## src/rtl/rx_module_if.sv

```systemverilog
// Receiver-side bus: baud tick, enable/config, serial line in, received word and status out.
interface rx_module_if;
    logic       baud_en_i;
    logic       rx_en_i;
    logic [4:0] rx_conf_i;
    logic       uart_rx_i;
    logic [7:0] rx_data_o;
    logic       rx_valid_o;
    logic       rx_parity_err_o;
    logic       rx_frame_err_o;
    logic       rx_busy_o;

    modport master (
        output baud_en_i, rx_en_i, rx_conf_i, uart_rx_i,
        input  rx_data_o, rx_valid_o, rx_parity_err_o, rx_frame_err_o, rx_busy_o
    );

    modport slave (
        input  baud_en_i, rx_en_i, rx_conf_i, uart_rx_i,
        output rx_data_o, rx_valid_o, rx_parity_err_o, rx_frame_err_o, rx_busy_o
    );
endinterface

```

## src/rtl/rx_module.sv

```systemverilog
// UART receiver: 16x oversampled, 5-8 data bits, optional even parity, 1 or 2 stop bits.
module rx_module #(
    parameter int unsigned SYNC_STAGES = 2
) (
    input  logic        clk_i,
    input  logic        rst_i,
    rx_module_if.slave  bus
);
    localparam int unsigned CNT_W  = 4;
    localparam int unsigned BIT_W  = 3;
    localparam int unsigned DATA_W = 8;
    localparam int unsigned CONF_W = 5;

    typedef enum logic [2:0] {
        S_RESET, S_IDLE, S_START, S_DATA, S_PARITY, S_STOP, S_DONE
    } state_t;

    logic [SYNC_STAGES-1:0] r_sync;
    logic                   w_rx;

    state_t              r_state,   w_state_nxt;
    logic [CNT_W-1:0]    r_cnt,     w_cnt_nxt;
    logic                r_armed,   w_armed_nxt;
    logic [BIT_W-1:0]    r_bit_cnt, w_bit_cnt_nxt;
    logic                r_stop_cnt, w_stop_cnt_nxt;
    logic [DATA_W-1:0]   r_shift,   w_shift_nxt;
    logic                r_par,     w_par_nxt;
    logic                r_perr,    w_perr_nxt;
    logic                r_ferr,    w_ferr_nxt;
    logic [CONF_W-1:0]   r_conf,    w_conf_nxt;
    logic [DATA_W-1:0]   r_data,    w_data_nxt;
    logic                r_valid,   w_valid_nxt;
    logic                r_perr_o,  w_perr_o_nxt;
    logic                r_ferr_o,  w_ferr_o_nxt;
    logic                r_busy,    w_busy_nxt;

    logic [CNT_W-1:0]    w_cnt_inc;
    logic                w_cnt_wrap;
    logic [BIT_W-1:0]    w_last_bit;
    logic                w_last_stop;
    logic                w_ferr_acc;

    // Synchronise the asynchronous line; idles high out of reset.
    always_ff @(posedge clk_i or negedge rst_i) begin
        if (!rst_i) r_sync <= '1;
        else        r_sync <= {r_sync[SYNC_STAGES-2:0], bus.uart_rx_i};
    end

    assign w_rx        = r_sync[SYNC_STAGES-1];
    assign w_cnt_inc   = r_cnt + CNT_W'(1);
    assign w_cnt_wrap  = (r_cnt == CNT_W'(15));
    assign w_last_bit  = BIT_W'(4) + {1'b0, r_conf[4:3]};
    assign w_last_stop = (r_stop_cnt == (|r_conf[2:1]));
    assign w_ferr_acc  = r_ferr | ~w_rx;

    // State and datapath registers.
    always_ff @(posedge clk_i or negedge rst_i) begin
        if (!rst_i) begin
            r_state    <= S_RESET;
            r_cnt      <= '0;
            r_armed    <= 1'b0;
            r_bit_cnt  <= '0;
            r_stop_cnt <= 1'b0;
            r_shift    <= '0;
            r_par      <= 1'b0;
            r_perr     <= 1'b0;
            r_ferr     <= 1'b0;
            r_conf     <= '0;
            r_data     <= '0;
            r_valid    <= 1'b0;
            r_perr_o   <= 1'b0;
            r_ferr_o   <= 1'b0;
            r_busy     <= 1'b0;
        end else begin
            r_state    <= w_state_nxt;
            r_cnt      <= w_cnt_nxt;
            r_armed    <= w_armed_nxt;
            r_bit_cnt  <= w_bit_cnt_nxt;
            r_stop_cnt <= w_stop_cnt_nxt;
            r_shift    <= w_shift_nxt;
            r_par      <= w_par_nxt;
            r_perr     <= w_perr_nxt;
            r_ferr     <= w_ferr_nxt;
            r_conf     <= w_conf_nxt;
            r_data     <= w_data_nxt;
            r_valid    <= w_valid_nxt;
            r_perr_o   <= w_perr_o_nxt;
            r_ferr_o   <= w_ferr_o_nxt;
            r_busy     <= w_busy_nxt;
        end
    end

    // Next-state and output logic; everything except leaving Done waits for a baud tick.
    always_comb begin
        w_state_nxt    = r_state;
        w_cnt_nxt      = r_cnt;
        w_armed_nxt    = r_armed;
        w_bit_cnt_nxt  = r_bit_cnt;
        w_stop_cnt_nxt = r_stop_cnt;
        w_shift_nxt    = r_shift;
        w_par_nxt      = r_par;
        w_perr_nxt     = r_perr;
        w_ferr_nxt     = r_ferr;
        w_conf_nxt     = r_conf;
        w_data_nxt     = r_data;
        w_valid_nxt    = 1'b0;
        w_perr_o_nxt   = r_perr_o;
        w_ferr_o_nxt   = r_ferr_o;
        w_busy_nxt     = r_busy;

        unique case (r_state)
            S_RESET: begin
                if (bus.baud_en_i && bus.rx_en_i) begin
                    w_state_nxt = S_IDLE;
                    w_armed_nxt = 1'b0;
                end
            end
            S_IDLE: begin
                if (bus.baud_en_i) begin
                    if (!bus.rx_en_i) begin
                        w_state_nxt = S_RESET;
                    end else if (!r_armed) begin
                        w_armed_nxt = w_rx;
                    end else if (!w_rx) begin
                        w_state_nxt = S_START;
                        w_cnt_nxt   = '0;
                    end
                end
            end
            S_START: begin
                if (bus.baud_en_i) begin
                    if (r_cnt == CNT_W'(7)) begin
                        w_cnt_nxt = '0;
                        if (w_rx) begin
                            // Start bit did not hold to mid-bit: treat as a glitch.
                            w_state_nxt = S_IDLE;
                            w_armed_nxt = 1'b0;
                        end else begin
                            w_state_nxt    = S_DATA;
                            w_conf_nxt     = bus.rx_conf_i;
                            w_busy_nxt     = 1'b1;
                            w_bit_cnt_nxt  = '0;
                            w_stop_cnt_nxt = 1'b0;
                            w_shift_nxt    = '0;
                            w_par_nxt      = 1'b0;
                            w_perr_nxt     = 1'b0;
                            w_ferr_nxt     = 1'b0;
                        end
                    end else begin
                        w_cnt_nxt = w_cnt_inc;
                    end
                end
            end
            S_DATA: begin
                if (bus.baud_en_i) begin
                    w_cnt_nxt = w_cnt_inc;
                    if (w_cnt_wrap) begin
                        w_shift_nxt[r_bit_cnt] = w_rx;
                        w_par_nxt              = r_par ^ w_rx;
                        if (r_bit_cnt == w_last_bit) begin
                            w_state_nxt = r_conf[0] ? S_PARITY : S_STOP;
                        end else begin
                            w_bit_cnt_nxt = r_bit_cnt + BIT_W'(1);
                        end
                    end
                end
            end
            S_PARITY: begin
                if (bus.baud_en_i) begin
                    w_cnt_nxt = w_cnt_inc;
                    if (w_cnt_wrap) begin
                        w_perr_nxt  = r_par ^ w_rx;
                        w_state_nxt = S_STOP;
                    end
                end
            end
            S_STOP: begin
                if (bus.baud_en_i) begin
                    w_cnt_nxt = w_cnt_inc;
                    if (w_cnt_wrap) begin
                        w_ferr_nxt = w_ferr_acc;
                        if (w_last_stop) begin
                            // Publish the frame on entry to Done so valid lands one clk after the tick.
                            w_state_nxt  = S_DONE;
                            w_data_nxt   = r_shift;
                            w_perr_o_nxt = r_perr;
                            w_ferr_o_nxt = w_ferr_acc;
                            w_valid_nxt  = 1'b1;
                            w_busy_nxt   = 1'b0;
                        end else begin
                            w_stop_cnt_nxt = 1'b1;
                        end
                    end
                end
            end
            S_DONE: begin
                w_state_nxt = S_IDLE;
                w_armed_nxt = 1'b0;
            end
            default: begin
                w_state_nxt = S_RESET;
            end
        endcase
    end

    assign bus.rx_data_o       = r_data;
    assign bus.rx_valid_o      = r_valid;
    assign bus.rx_parity_err_o = r_perr_o;
    assign bus.rx_frame_err_o  = r_ferr_o;
    assign bus.rx_busy_o       = r_busy;
endmodule
```

## src/flat_wrapper.sv

```systemverilog
// flat-port wrapper written by rule: the top's interface ports become plain ports
module rx_module_flat 
#(
    parameter int unsigned SYNC_STAGES = 2
)
  (clk_i, rst_i, bus_baud_en_i, bus_rx_en_i, bus_rx_conf_i, bus_uart_rx_i, bus_rx_data_o, bus_rx_valid_o, bus_rx_parity_err_o, bus_rx_frame_err_o, bus_rx_busy_o);
  rx_module_if bus_i ();
  input  logic clk_i;
  input  logic rst_i;
  input wire logic [$bits(bus_i.baud_en_i)-1:0] bus_baud_en_i;
  input wire logic [$bits(bus_i.rx_en_i)-1:0] bus_rx_en_i;
  input wire logic [$bits(bus_i.rx_conf_i)-1:0] bus_rx_conf_i;
  input wire logic [$bits(bus_i.uart_rx_i)-1:0] bus_uart_rx_i;
  output wire logic [$bits(bus_i.rx_data_o)-1:0] bus_rx_data_o;
  output wire logic [$bits(bus_i.rx_valid_o)-1:0] bus_rx_valid_o;
  output wire logic [$bits(bus_i.rx_parity_err_o)-1:0] bus_rx_parity_err_o;
  output wire logic [$bits(bus_i.rx_frame_err_o)-1:0] bus_rx_frame_err_o;
  output wire logic [$bits(bus_i.rx_busy_o)-1:0] bus_rx_busy_o;
  assign bus_i.baud_en_i = bus_baud_en_i;
  assign bus_i.rx_en_i = bus_rx_en_i;
  assign bus_i.rx_conf_i = bus_rx_conf_i;
  assign bus_i.uart_rx_i = bus_uart_rx_i;
  assign bus_rx_data_o = bus_i.rx_data_o;
  assign bus_rx_valid_o = bus_i.rx_valid_o;
  assign bus_rx_parity_err_o = bus_i.rx_parity_err_o;
  assign bus_rx_frame_err_o = bus_i.rx_frame_err_o;
  assign bus_rx_busy_o = bus_i.rx_busy_o;
  rx_module #(.SYNC_STAGES(SYNC_STAGES)) u_core (.clk_i(clk_i), .rst_i(rst_i), .bus(bus_i));
endmodule
```

## config.mk

```make
export PLATFORM = sky130hd
export DESIGN_NAME = rx_module_flat
export DESIGN_NICKNAME = d
export VERILOG_FILES = /design/src/rtl/rx_module_if.sv /design/src/rtl/rx_module.sv /design/src/flat_wrapper.sv
export SDC_FILE = /design/constraint.sdc
export NUM_CORES = 1
export LEC_CHECK = 0
export CORE_UTILIZATION = 52
export DETAILED_ROUTE_END_ITERATION = 7
export MAX_ROUTING_LAYER = met4
export PLACE_DENSITY = 0.74
export SYNTH_ARGS = -nofsm -noshare
export SYNTH_HDL_FRONTEND = slang
export SYNTH_SLANG_ARGS = --single-unit
```

## constraint.sdc

```tcl
create_clock -name clk_i -period 4.16 [get_ports clk_i]
set_input_delay 0.832 -clock clk_i [delete_from_list [all_inputs] [get_ports clk_i]]
set_output_delay 0.832 -clock clk_i [all_outputs]
set_load 0.1 [all_outputs]
```

# == Yosys cells after proc, flatten, opt, wreduce, memory -nomap -nowiden ==
# Cells that the tools add are included.
# word_totals
reg_bits,42
input_bits,10
output_inout_bits,12
wordCells,152
# classes
add_sub_neg,3
n_lt_le_gt_ge,2
eq_ne,32
n_mux,75
bitwise,3
n_reduce_logical,21
# ops
cell,count
$mux W3,21
$mux W8,5
$reduce_and A7 Y1,5
$mux W1,29
$mux W4,7
$pmux W3 S7,1
$ne A2 B1 Y1 const B,10
$ne A2 B2 Y1 const B,10
$reduce_and A6 Y1,3
$pmux W8 S2,1
$reduce_and A14 Y1,1
$pmux W4 S3,1
$pmux W1 S2,5
$eq A3 B3 Y1 const B,3
$bwmux W8,1
$reduce_and A4 Y1,2
$eq A3 B2 Y1 const B,2
$pmux W3 S2,1
$reduce_bool A2 Y1,3
$add A4 B1 Y4 const B,1
$eq A4 B3 Y1 const B,1
$eq A4 B4 Y1 const B,1
$lt A3 B4 Y1 const B,1
$pmux W1 S4,1
19 further kinds,20

# == Logic depth before layout (Yosys ltp) ==
# logic_depth
word_depth,8
depth_mapped,6
mapped_depth_nobuf,5

# == Least setup slack after synthesis ==
# Ideal clock, no wire load.
# synth_path
kind,input port to flip-flop
from,input bus_baud_en_i
to,register u_core.r_data[2] (netlist: u_core.bus.rx_data_o[2])
setup_ns,0.126
t_arrival_ns,2.115
required_ns,4.034
setup_slack_ns,1.919
cell_stages,5
path_buffers,2
path_cell_list,buf_2 > nand3_2 > a2111oi_4 > buf_6 > mux2_4
# synth_between
elab_chain_len,1
# synth_lines
element,line,source
"start, declared",flat_wrapper.sv:10,input wire logic [$bits(bus_i.baud_en_i)-1:0] bus_baud_en_i;
$reduce_and A4 Y1 (no source line),--,
"end signal, assigned",rx_module.sv:85,r_data <= w_data_nxt;
"end, declared",rx_module.sv:31,"logic [DATA_W-1:0] r_data, w_data_nxt;"
# No other way between the ends.
# A chain may end at the register's enable or synchronous reset.

# == Worst setup path after layout ==
# layout_path
from,input bus_baud_en_i
to,register u_core.r_data[0] (netlist: u_core.bus.rx_data_o[0])
# Same word-level chain as after synthesis.

==> results.json <==
{
  "gp_congestion": 0.8550,
  "overflow": 0,
  "final_cells": 260,
  "cp-startpoint": "bus_baud_en_i",
  "timing.max_cap.violations": 0,
  "ios": 22,
  "syn_to_final_growth_pct": 14.81,
  "wl_um": 4298,
  "drv_slew": 0,
  "core-area_sq_mm": 0.003799,
  "pwr-share-comb_pct": 27.3,
  "crit_type": "input pin to flip-flop",
  "synthDistinctLibCells": 53,
  "drt_iter0_markers": 113,
  "syn_inst": 195,
  "vias": 1593,
  "layout.nets": 223,
  "ys_ff_latch": 42,
  "synth.net_count": 207,
  "fin_area_sq_mm": 0.002445,
  "first_pass_iters": 4,
  "clkSinkCount": 42,
  "via_per_inst": 6.127,
  "relSlewSlack_pct": 35.12,
  "wl_per_cell_um": 16.53,
  "hpwl_um": 2949,
  "synth_area_sq_mm": 0.002130,
  "cts-hold-fix-buffers": 0,
  "drive_above_1_share_pct": 16.98,
  "min_period_ps": 2905,
  "holdWs_ps": 357.9,
  "htree_levels": 2,
  "p_switching_uw": 445.1,
  "r2r_start": "u_core.r_cnt[0]$_DFFE_PN0P_",
  "skew_ps": 6.169,
  "crit_fanout": 13,
  "clk_path_buf_depth": 2,
  "grt_max_degree": 43,
  "row_count": 22,
  "io_buffers": 21,
  "crit_chain": "clkdlybuf4s50_1 > nand3_2 > a2111oi_4 > mux2_2",
  "cp.arrival_ps": 3100,
  "grt_usage_pct": 23.27,
  "post-route-drc-count": 0,
  "startpoint_type": "input pin",
  "slowest_stage": "a2111oi_4",
  "placed_area_sq_mm": 0.002327,
  "p_leak_uw": 0.001023,
  "max_freq_mhz": 344.3,
  "synth_edf_count": 0,
  "slowest_delay_ps": 910,
  "post_cts_resized": 0,
  "powerDensity_mw_per_mm2": 499.1,
  "fin_ws_ps": 1255,
  "hold_path.class": "flip-flop to flip-flop",
  "synth.area.top_cells": "dfrtp_1 47%, mux2_2 5.3%, o21ai_0 5.2%, mux2_4 4.2%, a31oi_1 2.6%",
  "cts_root_buf": "clkbuf_8",
  "cts_setup_buffers": 0,
  "place_inst": 252,
  "die_w_um": 66.00,
  "die_y_um": 66.00,
  "grt_pass1_wl_um": 7279,
  "p_clk_share_pct": 27.4,
  "finalSetupViolCount": 0,
  "diodes": 0,
  "ys_seq_area_share_pct": 49.47,
  "synth_area_per_cell_sq_um": 10.92,
  "fin_crit_sh_pct": 69.83,
  "yosys.area.top_type": "dfrtp_1",
  "synthFlopType": "dfrtp_1",
  "numCtsBuffers": 5,
  "crit_required_ps": 4350,
  "tns_ps": 0,
  "seq_power_share_pct": 45.3,
  "start_util_pct": 56.06,
  "hp-start": "u_core.r_sync[0]$_DFF_PN1_",
  "grt_pass1_vias": 1534,
  "synth_top_area_share_pct": 47.00,
  "synth-async-reset-ratio_pct": 100.0,
  "clk_latency_ps": 300,
  "max-vdd-ir-drop_mv": 0.3277,
  "die-area_sq_mm": 0.004355,
  "power.internal_uw": 775.1,
  "swShare_pct": 36.48,
  "clk_pin_slew_ps": 80,
  "cts_tree": "done",
  "status": "finished, final reports clean",
  "critPathCaptureType": "flip-flop",
  "yosys_warnings": 0,
  "antenna_found_initial": 0,
  "worst_pin_slew_ps": 970.2,
  "rsz0062_at_grt": "no",
  "finalHoldViolCount": 0,
  "pre_cts_ws_ps": 935.0,
  "antenna_left": 0
}
==> metrics by stage <==
| step | util, % | total power (uW) |
|---|---|---|
| 2_1_floorplan | - | 818.5 |
| 3_3_place_gp | 61.26 | 867.2 |
| 3_5_place_dp | 61.26 | 883.9 |
| 4_1_cts | 64.36 | 1223 |
| 5_1_grt | 64.36 | 1295 |
| 6_report | 64.36 | 1220 |
==> layout by cell type, fill, tap and decap left out, types with 3 or more instances in the layout <==
master and n:
a21oi_1 6, a31oi_1 9, clkbuf_8 5, clkdlybuf4s50_1 20, dfrtp_1 40, inv_1 8
mux2_2 10, mux2_4 6, nand2_1 11, nand3_1 4, nand4_1 3, nor2_1 9
nor2b_1 3, o21ai_0 22, o21ai_1 3, o31ai_1 5, xnor2_1 4
==> layer usage <==
layer	up-vias	part of all wire [%]	wire length [um]	GRT usage [%]
met3	7	4.6	198	5.172
li1	748	-	-	-
met4	0	1.6	68	9.309
met1	789	45	1934	31.24
met2	49	49	2097	34.31
met5	-	0	0	-
==> path summary, 6_finish.rpt <==
kind                       slack, ps                                   to  cells past startpoint
setup / recovery                1260  u_core.bus.rx_data_o[0]$_DFFE_PN0P_                      4
hold / removal                   360           u_core.r_sync[1]$_DFF_PN1_                      0
setup reg to reg                1760  u_core.bus.rx_data_o[0]$_DFFE_PN0P_                      4
hold reg to reg                  360           u_core.r_sync[1]$_DFF_PN1_                      0
max in group asynchronous       2960          u_core.r_cnt[0]$_DFFE_PN0P_                      1
min in group asynchronous        640          u_core.r_cnt[3]$_DFFE_PN0P_                      1
==> sequential cells by signal, indices dropped and copies added, names as in the netlist <==
register,cells
u_core.bus.rx_data_o,8
u_core.r_shift,8
u_core.r_conf,5
u_core.r_cnt,4
u_core.r_bit_cnt,3
u_core.r_state,3
u_core.r_sync,2
u_core.bus.rx_busy_o,1
u_core.bus.rx_frame_err_o,1
u_core.bus.rx_parity_err_o,1
u_core.bus.rx_valid_o,1
u_core.r_armed,1
u_core.r_ferr,1
u_core.r_par,1
u_core.r_perr,1
u_core.r_stop_cnt,1
==> power groups by stage <==
| stage | registers, uW | clock network (uW) | logic (uW) |
|---|---|---|---|
| final | 552 | 334 | 334 |
| after global routing | 563 | 359 | 373 |
| after CTS | 548 | 340 | 335 |
| after detailed placement | 555 | 0 | 329 |
| after global placement | 552 | 0 | 316 |
| after floorplan | 536 | 0 | 283 |
==> layout make-up <==
cell class,instances,area [sq um]
Clock buffer,5,68.82
Clock inverter,3,48.80
Fill cell,305,1354
Inverter,8,30.03
Sequential cell,42,1054
Multi-Input combinational cell,133,978.4
Tap cell,48,60.06
Timing Repair Buffer,21,205.2
==> synthesized netlist by cell type, types with 3 or more instances <==
cell type and count:
dfrtp_1 40, o21ai_0 22, nand2_1 11, mux2_2 10, a31oi_1 9, nor2_1 9
inv_1 8, a21oi_1 6, clkbuf_1 6, mux2_4 6, o31ai_1 5, nand3_1 4
xnor2_1 4, buf_2 3, nand4_1 3, nor2b_1 3, o21ai_1 3
==> worst max-delay path, delay by kind of cell <==
| family | cells | cell delay [ps] |
|---|---|---|
| buffers and inverters | 1 | 630 |
| and+or+nand+nor | 1 | 300 |
| muxes | 1 | 420 |
| AOI/OAI and AO/OA | 1 | 910 |
==> cell families after synthesis <==
logic type	after synthesis	share of synthesized area, %
DFF	42	49.47
AOI/OAI and AO/OA	60	19.10
adders and majority gates	2	1.175
buffers and inverters	20	4.583
and+or+nand+nor	49	13.63
muxes	17	9.989
xor gates and xnor gates	5	2.056
Note: power is estimated with default switching activity, not from simulation.
